File: config.mk
export PLATFORM = sky130hd
export DESIGN_NAME = term_cmd_sequencer
export DESIGN_NICKNAME = d
export VERILOG_FILES = /design/src/rtl/term_cmd_sequencer.sv
export SDC_FILE = /design/constraint.sdc
export NUM_CORES = 1
export LEC_CHECK = 0
export BUFFER_PORTS_ARGS = -buffer_cell sky130_fd_sc_hd__buf_2
export CORE_AREA = 2 2 74 76
export CTS_CLUSTER_SIZE = 12
export DETAILED_ROUTE_END_ITERATION = 12
export DIE_AREA = 0 0 76 78
export PLACE_DENSITY = 0.67
export SLEW_MARGIN = 10
export SYNTH_ARGS = -nofsm -noshare
export SYNTH_HDL_FRONTEND = slang
export SYNTH_SLANG_ARGS = --single-unit
File: constraint.sdc
create_clock -name clk -period 3.45 [get_ports clk]
set_input_delay 0.5175 -clock clk [delete_from_list [all_inputs] [get_ports clk]]
set_output_delay 0.5175 -clock clk [all_outputs]
set_load 0.01 [all_outputs]
File: src/rtl/term_cmd_sequencer.sv
// Command sequencer for the VT52-style terminal: owns the cursor position and
// serialises every character buffer write, including multi-cell erase sweeps.
module term_cmd_sequencer #(
  parameter int unsigned COL_BITS  = 6,
  parameter int unsigned ROW_BITS  = 4,
  parameter logic [7:0]  FILL_CHAR = 8'h20
) (
  input  logic                         clk,
  input  logic                         clr,
  input  logic                         cmd_valid,
  output logic                         cmd_ready,
  input  logic [3:0]                   cmd_op,
  input  logic [7:0]                   cmd_char,
  output logic [COL_BITS-1:0]          cursor_x,
  output logic [ROW_BITS-1:0]          cursor_y,
  output logic                         cursor_wr,
  output logic [COL_BITS+ROW_BITS-1:0] buf_addr,
  output logic [7:0]                   buf_data,
  output logic                         buf_wen
);

  localparam int unsigned ADDR_W = COL_BITS + ROW_BITS;
  localparam logic [COL_BITS-1:0] XMAX = '1;
  localparam logic [ROW_BITS-1:0] YMAX = '1;

  localparam logic [3:0] OP_PUTC    = 4'd1;
  localparam logic [3:0] OP_BS      = 4'd2;
  localparam logic [3:0] OP_CR      = 4'd3;
  localparam logic [3:0] OP_LF      = 4'd4;
  localparam logic [3:0] OP_UP      = 4'd5;
  localparam logic [3:0] OP_DOWN    = 4'd6;
  localparam logic [3:0] OP_LEFT    = 4'd7;
  localparam logic [3:0] OP_RIGHT   = 4'd8;
  localparam logic [3:0] OP_HOME    = 4'd9;
  localparam logic [3:0] OP_EOL     = 4'd10;
  localparam logic [3:0] OP_EOS     = 4'd11;
  localparam logic [3:0] OP_CLEAR   = 4'd12;
  localparam logic [3:0] OP_NEWLINE = 4'd13;

  typedef enum logic {IDLE, FILL} state_e;

  state_e              state_q;
  logic [COL_BITS-1:0] x_q;
  logic [ROW_BITS-1:0] y_q;
  logic [ADDR_W-1:0]   addr_q;
  logic [ADDR_W-1:0]   end_q;
  logic [7:0]          data_q;
  logic                wen_q;
  logic                cwr_q;
  logic                accept_c;

  assign cmd_ready = (state_q == IDLE) & clr;
  assign accept_c  = cmd_valid & cmd_ready;

  assign cursor_x  = x_q;
  assign cursor_y  = y_q;
  assign cursor_wr = cwr_q;
  assign buf_addr  = addr_q;
  assign buf_data  = data_q;
  assign buf_wen   = wen_q;

  // Command execution and erase sweep; motion saturates at the screen edges.
  always_ff @(posedge clk) begin
    if (!clr) begin
      state_q <= IDLE;
      x_q     <= '0;
      y_q     <= '0;
      addr_q  <= '0;
      end_q   <= '0;
      data_q  <= '0;
      wen_q   <= 1'b0;
      cwr_q   <= 1'b0;
    end else begin
      wen_q <= 1'b0;
      cwr_q <= 1'b0;
      unique case (state_q)
        IDLE: begin
          if (accept_c) begin
            case (cmd_op)
              OP_PUTC: begin
                addr_q <= {y_q, x_q};
                data_q <= cmd_char;
                wen_q  <= 1'b1;
                cwr_q  <= 1'b1;
                if (x_q != XMAX) x_q <= x_q + COL_BITS'(1);
              end
              OP_BS, OP_LEFT: begin
                cwr_q <= 1'b1;
                if (x_q != '0) x_q <= x_q - COL_BITS'(1);
              end
              OP_RIGHT: begin
                cwr_q <= 1'b1;
                if (x_q != XMAX) x_q <= x_q + COL_BITS'(1);
              end
              OP_CR: begin
                cwr_q <= 1'b1;
                x_q   <= '0;
              end
              OP_LF, OP_DOWN: begin
                cwr_q <= 1'b1;
                if (y_q != YMAX) y_q <= y_q + ROW_BITS'(1);
              end
              OP_UP: begin
                cwr_q <= 1'b1;
                if (y_q != '0) y_q <= y_q - ROW_BITS'(1);
              end
              OP_HOME: begin
                cwr_q <= 1'b1;
                x_q   <= '0;
                y_q   <= '0;
              end
              OP_NEWLINE: begin
                cwr_q <= 1'b1;
                x_q   <= '0;
                if (y_q != YMAX) y_q <= y_q + ROW_BITS'(1);
              end
              OP_EOL: begin
                state_q <= FILL;
                addr_q  <= {y_q, x_q};
                end_q   <= {y_q, XMAX};
                data_q  <= FILL_CHAR;
                wen_q   <= 1'b1;
              end
              OP_EOS: begin
                state_q <= FILL;
                addr_q  <= {y_q, x_q};
                end_q   <= '1;
                data_q  <= FILL_CHAR;
                wen_q   <= 1'b1;
              end
              OP_CLEAR: begin
                state_q <= FILL;
                cwr_q   <= 1'b1;
                x_q     <= '0;
                y_q     <= '0;
                addr_q  <= '0;
                end_q   <= '1;
                data_q  <= FILL_CHAR;
                wen_q   <= 1'b1;
              end
              default: ;
            endcase
          end
        end
        FILL: begin
          // Plain binary increment lets the last column carry into the next row.
          if (addr_q == end_q) begin
            state_q <= IDLE;
          end else begin
            addr_q <= addr_q + ADDR_W'(1);
            wen_q  <= 1'b1;
          end
        end
        default: state_q <= IDLE;
      endcase
    end
  end

endmodule

# --- Word level (Yosys, flattened, before mapping) ---
# Cells that the tools add are included.
word_totals:
  regBits: 41
  in_bits: 15
  out_inout_bits: 31
  elab_cells: 83
op_classes:
  n_addsub: 5
  eq_ne: 23
  muxes: 20
  n_bitwise: 5
  n_reduce_logical: 22
op_table:
  columns: ["cell", "count"]
  rows:
  - ["10-bit one-hot mux with 2 select lines", 3]
  - ["4-bit equality test (second input constant)", 6]
  - ["10-bit two-way mux", 2]
  - ["6-bit one-hot mux with 3 select lines", 1]
  - ["4-bit by 3-bit equality test with 1-bit output (second input constant)", 4]
  - ["8-bit one-hot mux with 2 select lines", 1]
  - ["6-bit two-way mux", 2]
  - ["4-bit one-hot mux with 3 select lines", 1]
  - ["3-bit OR reduction", 4]
  - ["11-bit OR reduction", 1]
  - ["10-bit by 1-bit adder with 10-bit output (second input constant)", 1]
  - ["10-bit equality test", 1]
  - ["5-bit AND reduction", 2]
  - ["3-bit AND reduction", 3]
  - ["4-bit by 2-bit equality test with 1-bit output (second input constant)", 2]
  - ["4-bit two-way mux", 2]
  - ["2-bit != test (second input constant)", 4]
  - ["2-bit OR reduction", 4]
  - ["4-bit OR reduction", 2]
  - ["6-bit by 1-bit adder with 6-bit output (second input constant)", 1]
  - ["1-bit two-way mux", 6]
  - ["6-bit != test (second input constant)", 1]
  - ["3-bit nonzero test", 2]
  - ["6-bit nonzero test", 1]
  - ["12 further kinds", 18]

# --- Longest topological paths before layout ---
# Gate-level depths: netlist of the first run.
depth:
  depth_word: 5
  depth_mapped: 10
  depth_no_buf: 9

# --- Least setup slack after synthesis of the first run ---
# No wires, ideal clock.
synth_path:
  path_kind: "input -> register"
  startpoint: "input port cmd_op[0]"
  endpoint: "register x_q[5] (netlist: cursor_x[5])"
  arrival_time_ns: 2.471
  slack_ns: 0.886
  cell_stages: 9
  cell_sequence: "buf_2 -> xnor2_1 -> nor3_1 -> inv_1 -> ha_1 -> a41o_1 -> a32oi_1 -> a21oi_1 -> o32ai_1"
synth_between:
  elab_chain_cells: 4
synth_rtl:
  columns: ["element", "line_no", "text"]
  rows:
  - ["start: declaration", "12", "input logic [3:0] cmd_op,"]
  - ["4-bit equality test, or another cell as far along", "79", "case (cmd_op)"]
  - ["4-bit OR reduction (no line) or 2-bit OR reduction (tied branches)", null, null]
  - ["3-bit nonzero test (no line), or another cell as far along", null, null]
  - ["5-bit AND reduction (no line)", null, null]
  - ["end signal: assignment", "85", "if (x_q != XMAX) x_q <= x_q + COL_BITS'(1);"]
  - ["end signal: assignment", "89", "if (x_q != '0) x_q <= x_q - COL_BITS'(1);"]
  - ["end signal: assignment", "93", "if (x_q != XMAX) x_q <= x_q + COL_BITS'(1);"]
  - ["end: declaration", "43", "logic [COL_BITS-1:0] x_q;"]
# Parallel ways exist; a longest one is shown, timed or not.
# A chain may end at the register's enable or synchronous reset.

# --- Worst setup path after layout of the first run ---
layout_path:
  startpoint: "register addr_q[2] (netlist: buf_addr[2])"
  endpoint: "register addr_q[3] (netlist: buf_addr[3])"
layout_between:
  elab_chain_cells: 3
layout_rtl:
  columns: ["element", "line_no", "text"]
  rows:
  - ["start: declaration", "45", "logic [ADDR_W-1:0] addr_q;"]
  - ["start signal: assignment", "81", "addr_q <= {y_q, x_q};"]
  - ["start signal: assignment", "119", "addr_q <= {y_q, x_q};"]
  - ["start signal: assignment", "126", "addr_q <= {y_q, x_q};"]
  - ["10-bit by 1-bit adder with 10-bit output or 10-bit equality test (tied branches)", "150, 147", null]
  - ["10-bit two-way mux or 2-bit != test (tied branches)", null, null]
  - ["10-bit one-hot mux with 2 select lines or 3-bit AND reduction (tied branches)", null, null]
# Parallel ways exist; a longest one is shown, timed or not. The select of a mux whose other input is x is not followed.

==> results.py, run 1 <==
metrics = {
    "finish": {
        "diodes": 0,
        "areaGrowthSynthToFinish_pct": 17.1,
        "num-fill-cells": 485,
        "mostFrequentLayoutCells": "45 x buf_2, 36 x dfxtp_1, 33 x nor2_1",
        "final_core_util_pct": 46.5,
        "layout.nets": 306,
        "mostFrequentLayoutCell": "buf_2",
        "final_layout_size_suffix_gt1_share_pct": 20.8,
    },
    "sta": {
        "worstMarginPinSlew_ns": 0.908,
        "hold_viol": 0,
        "final_max_slew_viol_count": 0,
        "rsz0062_at_grt": "false",
        "final-setup-viol-count": 0,
        "max_freq_mhz": 452,
        "setup-tns-final_ns": 0,
        "slew_headroom_pct": 39.2,
        "fin_ws_ns": 1.24,
        "finalCriticalPeriod_ns": 2.21,
        "fin_crit_sh_pct": 64.1,
        "finClkSkew_ns": 0.00395,
    },
    "floorplan": {
        "row_count": 26,
        "die_h_um": 78,
        "initial_core_util_pct": 39.7,
        "die_w_um": 76,
        "io-pin-count": 46,
        "dieArea_um2": 5930,
        "fp.coreArea_um2": 5040,
    },
    "placement": {
        "dp_slack_ns": 1.08,
        "port_buffers": 45,
        "place_congestion": 0.859,
        "dpl.hpwl_um": 3380,
    },
    "grt": {
        "antenna_found_initial": 0,
        "grt-ovfl-total": 0,
        "grt_pass1_vias": 1816,
        "grt_max_degree": 27,
        "track_usage_pct": 17.4,
        "grt_pass1_wl_um": 8460,
    },
    "clock_tree": {
        "clk_path_buf_depth": 2,
        "htreeDepth": 2,
        "post_cts_buffers": 0,
        "clock_sinks": 36,
        "hold_buffers": 0,
        "path_clk_slew_ns": 0.07,
        "clock_latency_ns": 0.29,
        "cts_tree": "done",
        "clockRootBuffer": "clkbuf_8",
        "cts_resized": 0,
        "cts_buffers": 5,
    },
    "setup_path": {
        "cp.required_ns": 3.64,
        "end_kind": "register",
        "critical_path_class": "reg -> reg",
        "cp.arrival_ns": 2.40,
        "startpoint_type": "register",
        "worstReg2RegStart": "buf_addr[2]",
        "cp-startpoint": "buf_addr[2]",
        "path_max_fanout": 19,
    },
    "min_path": {
        "min_from": "cmd_char[7]",
        "holdCritPathClass": "in -> reg",
    },
    "pwr": {
        "fin_total_pwr_w": 0.000958,
        "p_leak_nw": 0.943,
        "ir_drop_mv": 0.184,
        "p_clk_share_pct": 33.0,
        "pwr_density_cell_nw_per_um2": 409,
        "intPower_w": 0.000675,
        "sw_frac_of_total_pct": 29.5,
        "seq_power_share_pct": 48.6,
        "combPwrFrac_pct": 18.4,
        "switchingPower_w": 0.000283,
    },
    "detailed_routing": {
        "vias": 1925,
        "routed_wl_um": 4740,
        "drc_errors": 0,
        "firstDrtPassIters": 4,
        "drtIter0Drc": 145,
        "avgViaCountPerCell": 5.38,
        "wl_per_cell_um": 13.2,
        "postRouteAntennaNets": 0,
    },
    "synth": {
        "syn_area_per_cell_um2": 8.07,
        "ys_async_sr_fraction_pct": 0,
        "synth_nets": 267,
        "synth_warnings": 0,
        "syn_inst": 248,
        "synth_edf_count": 0,
        "ys_types": 51,
        "ys_seq_area_share_pct": 36.0,
        "synthesis.area_um2": 2000,
        "synthFlopType": "dfxtp_1",
        "ys_ff_latch": 36,
    },
    "status": {
        "status": "complete, no violations",
    },
    "run": {
        "drv_cap": 0,
    },
}
layer usage:
layer	share of wire (%)	up-vias	wire [um]	global-route usage [%]
met4	1.8	0	86	7.64
li1	-	993	-	-
met3	5.7	8	271	3.95
met1	49	862	2300	22.5
met2	44	62	2080	27.9
met5	0	-	0	0
cells by family after synthesis:
family / Yosys count / share of synthesized area, %
and+or+nand+nor: 93 / 22.4
AOI/OAI and AO/OA: 79 / 27.4
DFF: 36 / 36.0
buffers and inverters: 21 / 4.87
xor gates and xnor gates: 12 / 5.25
adders and majority gates: 4 / 2.50
muxes: 3 / 1.56
through the flow:
stage | cells | cell area (um^2) | hold slack (ns)
5_1_grt | 358 | 2340 | 0.481
2_1_floorplan | 248 | 2000 | 0.454
6_report | 358 | 2340 | 0.471
3_3_place_gp | 350 | 2250 | 0.474
3_5_place_dp | 350 | 2250 | 0.489
4_1_cts | 358 | 2340 | 0.463
final cells by class:
class	count	area, um^2	share of cell area, %
multi-input combinational	191	1180	50.5
clock buffer	7	86.3	3.68
inverter	7	26.3	1.12
clock inverter	1	7.51	0.320
sequential	36	721	30.7
tap	70	87.6	3.74
timing repair buffer	46	233	9.93
cell usage after synthesis (2+ instances only):
master	instances	area share, %
or4_1	3	1.1
xnor2_1	9	3.9
o32ai_1	3	1.3
nand4_1	4	1.2
a22oi_1	12	4.5
buf_6	2	1.1
a21oi_1	17	4.2
a21o_1	4	1.5
o22ai_1	4	1.2
buf_2	3	0.75
or3_1	2	0.62
o31ai_1	2	0.75
a32oi_1	2	0.88
inv_1	6	1.1
a2bb2oi_1	2	0.88
o21a_1	3	1.1
dfxtp_1	36	36
mux2i_1	2	1.0
clkbuf_1	9	1.7
a31oi_1	3	0.94
nand2_1	20	3.7
nor2_1	33	6.2
nor3_1	6	1.5
o21ai_0	9	2.2
ha_1	4	2.5
nand3_1	9	2.2
nand4b_1	2	0.88
a211oi_1	8	3.0
nor2b_1	5	1.6
xor2_1	3	1.3
state kept, by name, indices dropped and copies added, names as in the netlist:
register	flops
buf_data	8
buf_wen	1
cursor_x	6
state_q	1
buf_addr	10
cursor_y	4
end_q	5
cursor_wr	1
final timing paths:
check / to / depth (start not counted) / slack [ns]
worst max register to register: buf_addr[3] / 6 / 1.24
worst min register to register: buf_data[7] / 2 / 0.50
worst max-delay path: buf_addr[3] / 6 / 1.24
worst min-delay path: buf_data[7] / 3 / 0.47
power by group through the flow:
| stage | Combinational (W) | Clock, W | Sequential, W |
|---|---|---|---|
| floorplan | 0.000130 | 0 | 0.000471 |
| global placement | 0.000175 | 0 | 0.000475 |
| detailed placement | 0.000176 | 0 | 0.000475 |
| CTS | 0.000177 | 0.000327 | 0.000466 |
| global route | 0.000198 | 0.000348 | 0.000471 |
| finish | 0.000176 | 0.000316 | 0.000466 |
critical path, cell delays in order (launching register included):
cell and delay, ns:
dfxtp_1 0.39, or4_1 0.54, or4_1 0.43, a21oi_2 0.22, o21ai_4 0.17, mux2i_1 0.16
a21o_1 0.18
Power figures use the tool's default switching activity.
==> inputs of run 2 (changes only) <==
clock period = 2.04 ns   (was 3.45 ns; I/O delays follow)
==> run 2 against run 1 <==
First-iteration DRC count increased by 41%. Register-to-register slack got worse by 1.3 ns. The flow now finishes with violations (negative setup slack). Cell count is 6.7% higher.
==> results.py, run 2 (synthesis gave the netlist of run 1 again) <==
metrics = {
    "floorplan": {
        "row_count": 26,
        "fp.coreArea_um2": 5040,
        "die_h_um": 78,
        "die_w_um": 76,
        "dieArea_um2": 5930,
        "io-pin-count": 46,
        "initial_core_util_pct": 39.7,
    },
    "setup_path": {
        "cpPeakStageDelay_ns": 0.53,
        "crit_slowest_cell": "or4_4",
        "critical_path_class": "reg -> reg",
        "path_max_fanout": 5,
        "startpoint_type": "register",
        "path_cells": "or4_4 -> or4_4 -> a21oi_4 -> o21ai_4 -> mux2i_1 -> a21o_1",
        "cp.depth": 6,
        "r2r_cells": 6,
        "crit_family": "simple AND/OR/NAND/NOR gates",
        "cp.required_ns": 2.22,
        "end_kind": "register",
        "cp.arrival_ns": 2.25,
        "reg2reg_slack_ns": -0.03,
        "path_buf_inv": 0,
        "crit_top_cell": "or4_4",
    },
    "clock_tree": {
        "clk_path_buf_depth": 2,
        "htreeDepth": 2,
        "clockRootBuffer": "clkbuf_8",
        "cts_buffers": 5,
        "clock_latency_ns": 0.29,
        "cts_tree": "done",
        "path_clk_slew_ns": 0.08,
        "post_cts_buffers": 0,
        "clock_sinks": 36,
    },
    "finish": {
        "mostFrequentLayoutCell": "buf_2",
        "areaGrowthSynthToFinish_pct": 28.2,
        "diodes": 0,
        "largest_register_ffs": 10,
        "num-fill-cells": 488,
        "final_layout_size_suffix_gt1_share_pct": 29.5,
        "layout.nets": 330,
        "mostFrequentLayoutCells": "45 x buf_2, 33 x nor2_1, 33 x dfxtp_1",
    },
    "placement": {
        "dpl.hpwl_um": 3730,
        "port_buffers": 45,
        "place_congestion": 0.854,
        "dp_slack_ns": -0.200,
    },
    "detailed_routing": {
        "routed_wl_um": 5290,
        "firstDrtPassIters": 4,
        "vias": 2067,
        "drtIter0Drc": 204,
        "avgViaCountPerCell": 5.41,
        "drc_errors": 0,
        "postRouteAntennaNets": 0,
        "wl_per_cell_um": 13.8,
    },
    "pwr": {
        "fin_total_pwr_w": 0.00169,
        "pwr_density_cell_nw_per_um2": 659,
        "ir_drop_mv": 0.356,
        "p_leak_nw": 1.06,
    },
    "sta": {
        "final_max_slew_viol_count": 0,
        "rsz0062_at_grt": "true",
        "fin_crit_sh_pct": 101,
        "slew_headroom_pct": 64.4,
        "final-setup-viol-count": 5,
        "fin_ws_ns": -0.0267,
        "max_freq_mhz": 484,
        "worstMarginPinSlew_ns": 0.530,
        "finClkSkew_ns": 0.00343,
        "hold_viol": 0,
        "finalCriticalPeriod_ns": 2.07,
    },
    "grt": {
        "grt_pass1_vias": 1911,
        "grt_pass1_wl_um": 9110,
        "antenna_found_initial": 0,
        "grt-ovfl-total": 0,
        "track_usage_pct": 18.8,
        "grt_max_degree": 20,
    },
    "min_path": {
        "worstHoldPathCells": 3,
        "holdCritPathClass": "in -> reg",
    },
    "status": {
        "violations": "negative setup slack",
        "status": "finished with violations",
    },
    "run": {
        "drv_cap": 0,
    },
}
## run 2: cell count changes in the layout (fill, tap and decap cells not counted), moves of 2 or more
cell / change
dfxtp_2: +3
o21ai_2: +2
buf_4: +22
dfxtp_1: -3
or4_1: -2
or4_4: +2
## run 2: through the flow
stage / cell area [um^2] / hold WS (ns) / utilization [%] / cells / setup TNS [ns]
2_1_floorplan: 2020 / 0.450 / - / 248 / -0.544
3_3_place_gp: 2430 / 0.476 / 48.3 / 372 / -0.870
3_5_place_dp: 2430 / 0.479 / 48.3 / 372 / -1.30
4_1_cts: 2560 / 0.251 / 50.8 / 382 / -0.0220
5_1_grt: 2570 / 0.251 / 50.9 / 382 / -0.433
6_report: 2570 / 0.261 / 50.9 / 382 / -0.0366
## run 2: power breakdown
part / internal [W] / switching [W]
clock: 0.000273 / 0.000269
combinational: 0.000169 / 0.000203
sequential: 0.000735 / 0.0000437
## run 2: metal layers
| metal | vias up | global-route usage (%) | wire (um) |
|---|---|---|---|
| met4 | 0 | 7.09 | 104 |
| met3 | 9 | 4.19 | 310 |
| met1 | 931 | 25.2 | 2500 |
| met5 | - | 0 | 0 |
| li1 | 1049 | - | - |
| met2 | 78 | 29.7 | 2380 |
## run 2: worst paths after layout
kind	startpoint	to
hold / removal	cmd_char[5]	buf_data[5]
setup reg to reg	buf_addr[5]	buf_addr[3]
setup / recovery	buf_addr[5]	buf_addr[3]
hold reg to reg	buf_data[7]	buf_data[7]
## run 2: area by class of cell
class	count	area, um^2	area share (%)
timing repair buffer	68	398	15.5
clock inverter	2	15.0	0.585
multi-input combinational	193	1230	48.1
tap	70	87.6	3.41
sequential	36	724	28.2
clock buffer	6	82.6	3.22
inverter	7	26.3	1.02
## run 2: timing repair
action                                  4_1_cts  5_1_grt
cloned                                        2        0
gates resized for setup                       3        1
endpoints found under the setup margin       11       11
pin swaps                                     3        1
hold buffers                                  0        0
## run 2: worst register-to-register path, stage by stage (launching register included)
cell and delay (ns):
dfxtp_2 0.32, or4_4 0.53, or4_4 0.45, a21oi_4 0.24, o21ai_4 0.12, mux2i_1 0.14, a21o_1 0.16
